File: src/rtl/branch_resolve_ctrl_if.sv
// Redirect handshake from the branch resolver to fetch.
// The resolver is the master; fetch accepts with redir_ready.
interface branch_resolve_ctrl_if;
    logic        redir_valid;
    logic [31:0] redir_pc;
    logic        redir_ready;

    modport master (output redir_valid, output redir_pc, input redir_ready);
    modport slave  (input redir_valid, input redir_pc, output redir_ready);
endinterface

File: src/rtl/branch_resolve_ctrl.sv
// Decode-stage branch/jump controller: waits for operands, resolves through
// the external comparer, honours the delay slot and redirects fetch.
module branch_resolve_ctrl #(
    parameter int CNT_W = 32,
    parameter bit DS_EN = 1'b1
) (
    input  logic                  clk,
    input  logic                  rst,
    input  logic                  flush,
    input  logic                  id_valid,
    input  logic [5:0]            id_op,
    input  logic [4:0]            id_rt,
    input  logic [5:0]            id_funct,
    input  logic [25:0]           id_imm,
    input  logic [31:0]           id_pc,
    input  logic [31:0]           rs_data,
    input  logic [31:0]           rt_data,
    input  logic                  rs_ready,
    input  logic                  rt_ready,
    output logic [31:0]           cmp_a,
    output logic [31:0]           cmp_b,
    output logic [5:0]            cmp_op,
    output logic [4:0]            cmp_rt,
    input  logic                  cmp_y,
    input  logic                  ds_fetched,
    output logic                  stall_id,
    branch_resolve_ctrl_if.master redir,
    output logic                  br_resolved,
    output logic                  br_taken,
    output logic [CNT_W-1:0]      br_cnt,
    output logic [CNT_W-1:0]      taken_cnt
);

    localparam logic [5:0] OP_SPECIAL = 6'b000000;
    localparam logic [5:0] OP_REGIMM  = 6'b000001;
    localparam logic [5:0] OP_J       = 6'b000010;
    localparam logic [5:0] OP_JAL     = 6'b000011;
    localparam logic [5:0] OP_BEQ     = 6'b000100;
    localparam logic [5:0] OP_BNE     = 6'b000101;
    localparam logic [5:0] OP_BLEZ    = 6'b000110;
    localparam logic [5:0] OP_BGTZ    = 6'b000111;
    localparam logic [5:0] FN_JR      = 6'b001000;
    localparam logic [5:0] FN_JALR    = 6'b001001;

    typedef enum logic [1:0] {
        IDLE,
        WAIT_OPND,
        WAIT_DS,
        REDIRECT
    } state_t;

    state_t           state_q, state_d;
    logic [31:0]      target_q, target_d;
    logic             redir_valid_q, redir_valid_d;
    logic             br_resolved_q, br_resolved_d;
    logic             br_taken_q, br_taken_d;
    logic [CNT_W-1:0] br_cnt_q, br_cnt_d;
    logic [CNT_W-1:0] taken_cnt_q, taken_cnt_d;

    logic        is_cond, need_rt, is_jump, is_jreg;
    logic        is_branch, opnd_ready, taken_now;
    logic [31:0] pc4, target_now;

    assign cmp_a  = rs_data;
    assign cmp_b  = rt_data;
    assign cmp_op = id_op;
    assign cmp_rt = id_rt;

    // NOTE: every signal written here gets a default first, so no path
    // through the case leaves it unassigned and no latch is inferred.
    always_comb begin
        is_cond = 1'b0;
        need_rt = 1'b0;
        is_jump = 1'b0;
        is_jreg = 1'b0;
        case (id_op)
            OP_BEQ, OP_BNE: begin
                is_cond = 1'b1;
                need_rt = 1'b1;
            end
            OP_BLEZ, OP_BGTZ: is_cond = 1'b1;
            OP_REGIMM: is_cond = (id_rt == 5'b00000) || (id_rt == 5'b00001) ||
                                 (id_rt == 5'b10000) || (id_rt == 5'b10001);
            OP_J, OP_JAL:     is_jump = 1'b1;
            OP_SPECIAL:       is_jreg = (id_funct == FN_JR) || (id_funct == FN_JALR);
            default: ;
        endcase
    end

    assign is_branch  = id_valid && (is_cond || is_jump || is_jreg);
    assign opnd_ready = is_jump || (rs_ready && (!need_rt || rt_ready));
    assign taken_now  = is_cond ? cmp_y : 1'b1;
    assign pc4        = id_pc + 32'd4;

    always_comb begin
        if (is_jump) begin
            target_now = {pc4[31:28], id_imm, 2'b00};
        end else if (is_jreg) begin
            target_now = rs_data;
        end else begin
            target_now = pc4 + {{14{id_imm[15]}}, id_imm[15:0], 2'b00};
        end
    end

    always_comb begin
        state_d       = state_q;
        target_d      = target_q;
        br_resolved_d = 1'b0;
        br_taken_d    = 1'b0;
        br_cnt_d      = br_cnt_q;
        taken_cnt_d   = taken_cnt_q;
        stall_id      = 1'b0;

        // A flush drops any pending redirect and suppresses resolve and stall.
        if (flush) begin
            state_d = IDLE;
        end else begin
            case (state_q)
                IDLE, WAIT_OPND: begin
                    if (!is_branch) begin
                        state_d = IDLE;
                    end else if (!opnd_ready) begin
                        stall_id = 1'b1;
                        state_d  = WAIT_OPND;
                    end else begin
                        br_resolved_d = 1'b1;
                        br_taken_d    = taken_now;
                        br_cnt_d      = br_cnt_q + CNT_W'(1);
                        taken_cnt_d   = taken_cnt_q + CNT_W'(taken_now);
                        if (!taken_now) begin
                            state_d = IDLE;
                        end else begin
                            target_d = target_now;
                            state_d  = (!DS_EN || ds_fetched) ? REDIRECT : WAIT_DS;
                        end
                    end
                end
                WAIT_DS: begin
                    if (ds_fetched) begin
                        state_d = REDIRECT;
                    end
                end
                REDIRECT: begin
                    if (redir.redir_ready) begin
                        state_d = IDLE;
                    end
                end
                default: state_d = IDLE;
            endcase
        end
    end

    assign redir_valid_d = (state_d == REDIRECT);

    // NOTE: state flops use non-blocking assignments so every flop samples
    // the pre-edge values regardless of statement order.
    always_ff @(posedge clk or posedge rst) begin
        if (rst) begin
            state_q       <= IDLE;
            target_q      <= '0;
            redir_valid_q <= 1'b0;
            br_resolved_q <= 1'b0;
            br_taken_q    <= 1'b0;
            br_cnt_q      <= '0;
            taken_cnt_q   <= '0;
        end else begin
            state_q       <= state_d;
            target_q      <= target_d;
            redir_valid_q <= redir_valid_d;
            br_resolved_q <= br_resolved_d;
            br_taken_q    <= br_taken_d;
            br_cnt_q      <= br_cnt_d;
            taken_cnt_q   <= taken_cnt_d;
        end
    end

    assign redir.redir_valid = redir_valid_q;
    assign redir.redir_pc    = target_q;
    assign br_resolved       = br_resolved_q;
    assign br_taken          = br_taken_q;
    assign br_cnt            = br_cnt_q;
    assign taken_cnt         = taken_cnt_q;

endmodule
File: src/flat_wrapper.sv
// flat-port wrapper written by rule: the top's interface ports become plain ports
module branch_resolve_ctrl_flat 
#(
    parameter int CNT_W = 32,
    parameter bit DS_EN = 1'b1
)
  (clk, rst, flush, id_valid, id_op, id_rt, id_funct, id_imm, id_pc, rs_data, rt_data, rs_ready, rt_ready, cmp_a, cmp_b, cmp_op, cmp_rt, cmp_y, ds_fetched, stall_id, br_resolved, br_taken, br_cnt, taken_cnt, redir_redir_valid, redir_redir_pc, redir_redir_ready);
  branch_resolve_ctrl_if redir_i ();
  input  logic clk;
  input  logic rst;
  input  logic flush;
  input  logic id_valid;
  input  logic [5:0] id_op;
  input  logic [4:0] id_rt;
  input  logic [5:0] id_funct;
  input  logic [25:0] id_imm;
  input  logic [31:0] id_pc;
  input  logic [31:0] rs_data;
  input  logic [31:0] rt_data;
  input  logic rs_ready;
  input  logic rt_ready;
  output logic [31:0] cmp_a;
  output logic [31:0] cmp_b;
  output logic [5:0] cmp_op;
  output logic [4:0] cmp_rt;
  input  logic cmp_y;
  input  logic ds_fetched;
  output logic stall_id;
  output logic br_resolved;
  output logic br_taken;
  output logic [CNT_W-1:0] br_cnt;
  output logic [CNT_W-1:0] taken_cnt;
  output wire logic [$bits(redir_i.redir_valid)-1:0] redir_redir_valid;
  output wire logic [$bits(redir_i.redir_pc)-1:0] redir_redir_pc;
  input wire logic [$bits(redir_i.redir_ready)-1:0] redir_redir_ready;
  assign redir_redir_valid = redir_i.redir_valid;
  assign redir_redir_pc = redir_i.redir_pc;
  assign redir_i.redir_ready = redir_redir_ready;
  branch_resolve_ctrl #(.CNT_W(CNT_W), .DS_EN(DS_EN)) u_core (.clk(clk), .rst(rst), .flush(flush), .id_valid(id_valid), .id_op(id_op), .id_rt(id_rt), .id_funct(id_funct), .id_imm(id_imm), .id_pc(id_pc), .rs_data(rs_data), .rt_data(rt_data), .rs_ready(rs_ready), .rt_ready(rt_ready), .cmp_a(cmp_a), .cmp_b(cmp_b), .cmp_op(cmp_op), .cmp_rt(cmp_rt), .cmp_y(cmp_y), .ds_fetched(ds_fetched), .stall_id(stall_id), .redir(redir_i), .br_resolved(br_resolved), .br_taken(br_taken), .br_cnt(br_cnt), .taken_cnt(taken_cnt));
endmodule
File: config.mk
export PLATFORM = sky130hd
export DESIGN_NAME = branch_resolve_ctrl_flat
export DESIGN_NICKNAME = d
export VERILOG_FILES = /design/src/rtl/branch_resolve_ctrl_if.sv /design/src/rtl/branch_resolve_ctrl.sv /design/src/flat_wrapper.sv
export SDC_FILE = /design/constraint.sdc
export NUM_CORES = 1
export LEC_CHECK = 0
export CAP_MARGIN = 20
export CORE_MARGIN = 2
export CORE_UTILIZATION = 30
export DETAILED_ROUTE_END_ITERATION = 8
export PLACE_DENSITY = 0.59
export SYNTH_ARGS = -nofsm -noshare
export SYNTH_HDL_FRONTEND = slang
export SYNTH_SLANG_ARGS = --single-unit
File: constraint.sdc
create_clock -name clk -period 7.3 [get_ports clk]
set_input_delay 1.46 -clock clk [delete_from_list [all_inputs] [get_ports clk]]
set_output_delay 1.46 -clock clk [all_outputs]
set_load 0.02 [all_outputs]
# ---- Word-level counts from Yosys, hierarchy flattened
# Index checks and enable logic that the tools add are counted.
dict set report word_totals {
  mem_count 0
  in_bits 148
  mem_bits_rw 0
  latch_bits 0
  out_inout_bits 175
  reg_bits 101
  rom_bits 0
  word_cells 75
}
dict set report op_classes {
  n_eq_ne 16
  n_reduce_logical 20
  addsub 4
  n_shift 0
  n_lt_le_gt_ge 0
  div 0
  mux 27
  bitwise 1
  multipliers 0
}
# op n
set ops {}
lappend ops {{two-way mux 32 bit} 2}
lappend ops {{adder 32 x 1 -> 32 bit} 1}
lappend ops {{adder 32 x 1 -> 32 bit (second input constant)} 1}
lappend ops {{adder 32 x 3 -> 32 bit (second input constant)} 1}
lappend ops {{adder 32 bit} 1}
lappend ops {{equality test 6 x 3 -> 1 bit (second input constant)} 4}
lappend ops {{two-way mux 1 bit} 17}
lappend ops {{equality test 6 x 2 -> 1 bit (second input constant)} 2}
lappend ops {{equality test 6 x 4 -> 1 bit (second input constant)} 2}
lappend ops {{two-way mux 2 bit} 6}
lappend ops {{equality test 5 bit (second input constant)} 2}
lappend ops {{logical OR 1 bit} 8}
lappend ops {{equality test 2 bit (second input constant)} 3}
lappend ops {{equality test 6 x 1 -> 1 bit (second input constant)} 1}
lappend ops {{logical NOT 6 bit} 1}
lappend ops {{case mux 2 bit (3 select lines)} 1}
lappend ops {{OR reduction 2 bit} 3}
lappend ops {{equality test 5 x 1 -> 1 bit (second input constant)} 1}
lappend ops {{logical NOT 5 bit} 1}
lappend ops {{AND reduction 5 bit} 1}
lappend ops {{AND reduction 4 bit} 1}
lappend ops {{OR reduction 4 bit} 1}
lappend ops {{equality test 2 x 1 -> 1 bit (second input constant)} 1}
lappend ops {{logical AND 1 bit} 2}
lappend ops {{4 further kinds} 4}

# ---- Depth between registers and ports, before layout
dict set report depth {
  word_depth 12
  mapped_depth 15
  depth_no_buf 14
}

# ---- Least setup slack after synthesis
# OpenSTA, ideal clock, no wires.
dict set report synth_timing {
  path_type {input-to-reg}
  startpoint {input id_pc[2]}
  endpoint {register u_core.target_q[20] (netlist: u_core.redir.redir_pc[20])}
  path_slack_ns 2.972
  required_time_ns 7.235
  n_path_buf 1
  setup_time_ns 0.065
  cell_stages 14
  arrival_time_ns 4.263
  path_cell_list {and4_1 -> and3_1 -> and2_0 -> clkbuf_1 -> nand2_1 -> xnor2_1 -> ha_1 -> a21oi_1 -> o21ai_0 -> o31a_1 -> a311oi_2 -> xor2_1 -> a2111oi_0 -> a211o_1}
}
dict set report synth_between {
  elab_chain_len 4
}
# element line
set synth_rtl {}
lappend synth_rtl {{start, declared} flat_wrapper.sv:17} ;# input logic [31:0] id_pc;
lappend synth_rtl {{adder 32 x 3 -> 32 bit} branch_resolve_ctrl.sv:93} ;# assign pc4 = id_pc + 32'd4;
lappend synth_rtl {{adder 32 bit} branch_resolve_ctrl.sv:101} ;# target_now = pc4 + {{14{id_imm[15]}}, id_imm[15:0], 2'b00};
lappend synth_rtl {{two-way mux 32 bit} branch_resolve_ctrl.sv:98} ;# end else if (is_jreg) begin
lappend synth_rtl {{two-way mux 32 bit} branch_resolve_ctrl.sv:96} ;# if (is_jump) begin
lappend synth_rtl {{end signal, assigned} branch_resolve_ctrl.sv:168} ;# target_q <= target_d;
lappend synth_rtl {{end, declared} branch_resolve_ctrl.sv:53} ;# logic [31:0] target_q, target_d;
# No other way between the ends.
# A chain may end at the register's enable or synchronous reset.

# ---- Worst setup path in the final report
dict set report layout_timing {
  startpoint {input id_pc[5]}
  endpoint {register u_core.target_q[20] (netlist: u_core.redir.redir_pc[20])}
}
# Same word-level chain as after synthesis.

==> results.toml <==
[clock_tree]
clock_latency_ns = 0.35
clockBufferDepth = 2
cts-resized-gates = 0
htreeDepth = 3
cts_tree = "done"
path_clk_slew_ns = 0.08
cts_buffers = 9
cts_root_buffer = "clkbuf_16"
cts_setup_buffers = 0
cts_hold_buf = 0
cts.sinks = 101

[worst_setup_path]
critPathRequiredTime_ns = 7.53
max_stage_delay_ns = 0.56
reg2regPathDepth = 6
slowest_stage = "clkdlybuf4s50_1"
crit_chain = "clkdlybuf4s50_1 > and4_1 > and3_1 > and2_0 > nand2_1 > xnor2_1 > ha_1 > a21oi_1 > o21ai_0 > o31a_1 > a311oi_2 > xor2_1 > a2111oi_0 > a211o_1"
start_kind = "input pin"
crit_type = "in -> reg"
cp_data_arrival_time_ns = 5.46
cp_num_cells = 14
critPathBufInv = 1
critPathTopFamily = "compound AO/OA/AOI/OAI gates"
path_max_fanout = 7
worstSetupEndpointType = "flop"

[placed_design]
routabilityCongestion = 0.8696
dpl.hpwl_um = 17390
pre_cts_slack_ns = 1.713
place_area_mm2 = 0.009930
numPortBuffers = 253
dp_cells = 1364

[power_and_ir_drop]
power_density_mw_per_mm2 = 166.0
vdd_drop_max_v = 0.0001036
p_leak_nw = 4.247
total_power_mw = 1.703

[yosys]
synth_mux_area_share_pct = 1.218
synth_cells = 879
synth_top_family_by_area = "simple AND/OR/NAND/NOR gates"
yosys_warnings = 0
async_flop_share_pct = 100.0
synth_top_cell_by_area = "dfrtp_1"
syn_area_mm2 = 0.007601
syn_avg_cell_area_um2 = 8.647
synth_nets = 1066
ys_seq_area_share_pct = 33.25
synth-edff-count = 0
synth_top_area_share_pct = 33.25
synth_area_leaders = "dfrtp_1 (33%), xnor2_1 (9.4%), buf_4 (7.4%)"
ys.flop_type = "dfrtp_1"
synth-simple-area-share_pct = 21.40
ys_types = 67
synth-compound-area-share_pct = 14.81
synthAdderAreaFrac_pct = 6.519
ys_ff_latch = 101
synth_xor_area_share_pct = 12.67

[detailed_routing]
detail_route.wl_per_cell_um = 16.06
via_per_inst = 4.878
drt-pass1-iter-count = 4
drtAntennaViolNets = 0
drc = 0
detail_route.iter0.violations = 459
wirelength_um = 22180
vias = 6737

[global_route]
grt_pass1_wl_um = 35040
overflow = 0
grtUsageTotal_pct = 16.68
first_global_vias = 6462
grt_max_degree = 79
antenna_found_initial = 0

[floorplan]
fp.dieH_um = 163.2
pin_count = 323
start_util_pct = 30.36
num_rows = 58
die_w_um = 163.2
core-area_mm2 = 0.02504
die_area_mm2 = 0.02663

[finish]
fin_nets = 1233
area_growth_syn_to_layout_pct = 34.95
stdcell_count = 1381
postLayoutCellArea_mm2 = 0.01026
antenna-diode-count = 0
multi_input_comb_area_mm2 = 0.004315
drive_above_1_share_pct = 4.757
final_common_cell = "clkdlybuf4s50_1"
final_cell_mix = "clkdlybuf4s50_1 (253), nand2_1 (101), dfrtp_1 (101)"
seqCellArea_mm2 = 0.002527
fill_cells = 2575
final_core_util_pct = 40.97

[sta]
hold_viol = 0
hold_slack_ns = 0.4750
fin_worst_skew_ns = 0.009322
fin_crit_ns = 5.232
finalMaxSlewViolations = 0
layout_setup_ws_ns = 2.068
max_slew_margin_pct = 44.74
rsz0062_at_grt = "no"
setup_viol = 0
setup_tns_ns = 0
finalCritPeriodShare_pct = 71.68
max_slew.worst_pin.slew_ns = 0.8265
timing.fmax_mhz = 191.1

[hold_path]
hold_depth = 1
worst_hold_path_type = "reg -> reg"

[run]
maxCapViolations = 0

[outcome]
status = "finished clean"
per-layer routing:
metal	vias up	global-route usage, %	routed length (um)
met5	-	0	0
met4	0	4.143	379
met3	32	3.454	1208
met2	197	26.70	10030
met1	3115	22.95	10560
li1	3393	-	-
synth_stat cells (22+ instances only):
| master | number |
|---|---|
| dfrtp_1 | 101 |
| nand2_1 | 101 |
| xnor2_1 | 82 |
| buf_4 | 75 |
| nor2_1 | 57 |
| a21oi_1 | 49 |
| nand3_1 | 47 |
| ha_1 | 38 |
| o21ai_0 | 37 |
| xor2_1 | 28 |
| nand4_1 | 25 |
| inv_1 | 23 |
| clkbuf_1 | 22 |
power by group:
part / internal [mW] / switching (mW) / total (mW)
combinational: 0.273 / 0.297 / 0.570
sequential: 0.608 / 0.0313 / 0.640
clock: 0.243 / 0.250 / 0.493
total: 1.13 / 0.578 / 1.70
logic make-up after synthesis:
kind of cell / after synthesis
XOR/XNOR: 110
AND/OR/NAND/NOR: 312
adder cells (fa/ha/maj): 39
buffers and inverters: 129
multiplexers: 9
flip-flops: 101
AO/OA/AOI/OAI: 179
final timing paths:
path | startpoint | endpoint | slack, ns
setup / recovery | id_pc[5] | u_core.redir.redir_pc[20]$_DFFE_PP0P_ | 2.07
hold / removal | u_core.taken_cnt[31]$_DFFE_PP0P_ | u_core.taken_cnt[31]$_DFFE_PP0P_ | 0.48
min in group asynchronous | rst | u_core.redir.redir_pc[0]$_DFFE_PP0P_ | 1.42
setup reg to reg | u_core.state_q[1]$_DFF_PP0_ | u_core.redir.redir_pc[10]$_DFFE_PP0P_ | 4.88
hold reg to reg | u_core.taken_cnt[31]$_DFFE_PP0P_ | u_core.taken_cnt[31]$_DFFE_PP0P_ | 0.48
max in group asynchronous | rst | u_core.redir.redir_pc[25]$_DFFE_PP0P_ | 4.97
registers in the layout, summed over array words and instances, names as in the netlist:
| register | count |
|---|---|
| u_core.br_cnt | 32 |
| u_core.taken_cnt | 32 |
| u_core.redir.redir_valid | 1 |
| u_core.br_resolved | 1 |
| u_core.state_q | 2 |
| u_core.redir.redir_pc | 32 |
| u_core.br_taken | 1 |
final cells by class:
cell class,instances,share of cell area [%]
inverter,25,0.9393
clock inverter,7,0.7319
clock buffer,9,2.196
multi-input combinational,649,42.07
tap,330,4.025
timing repair buffer,260,25.40
sequential,101,24.64
Note: power is estimated with default switching activity, not from simulation.
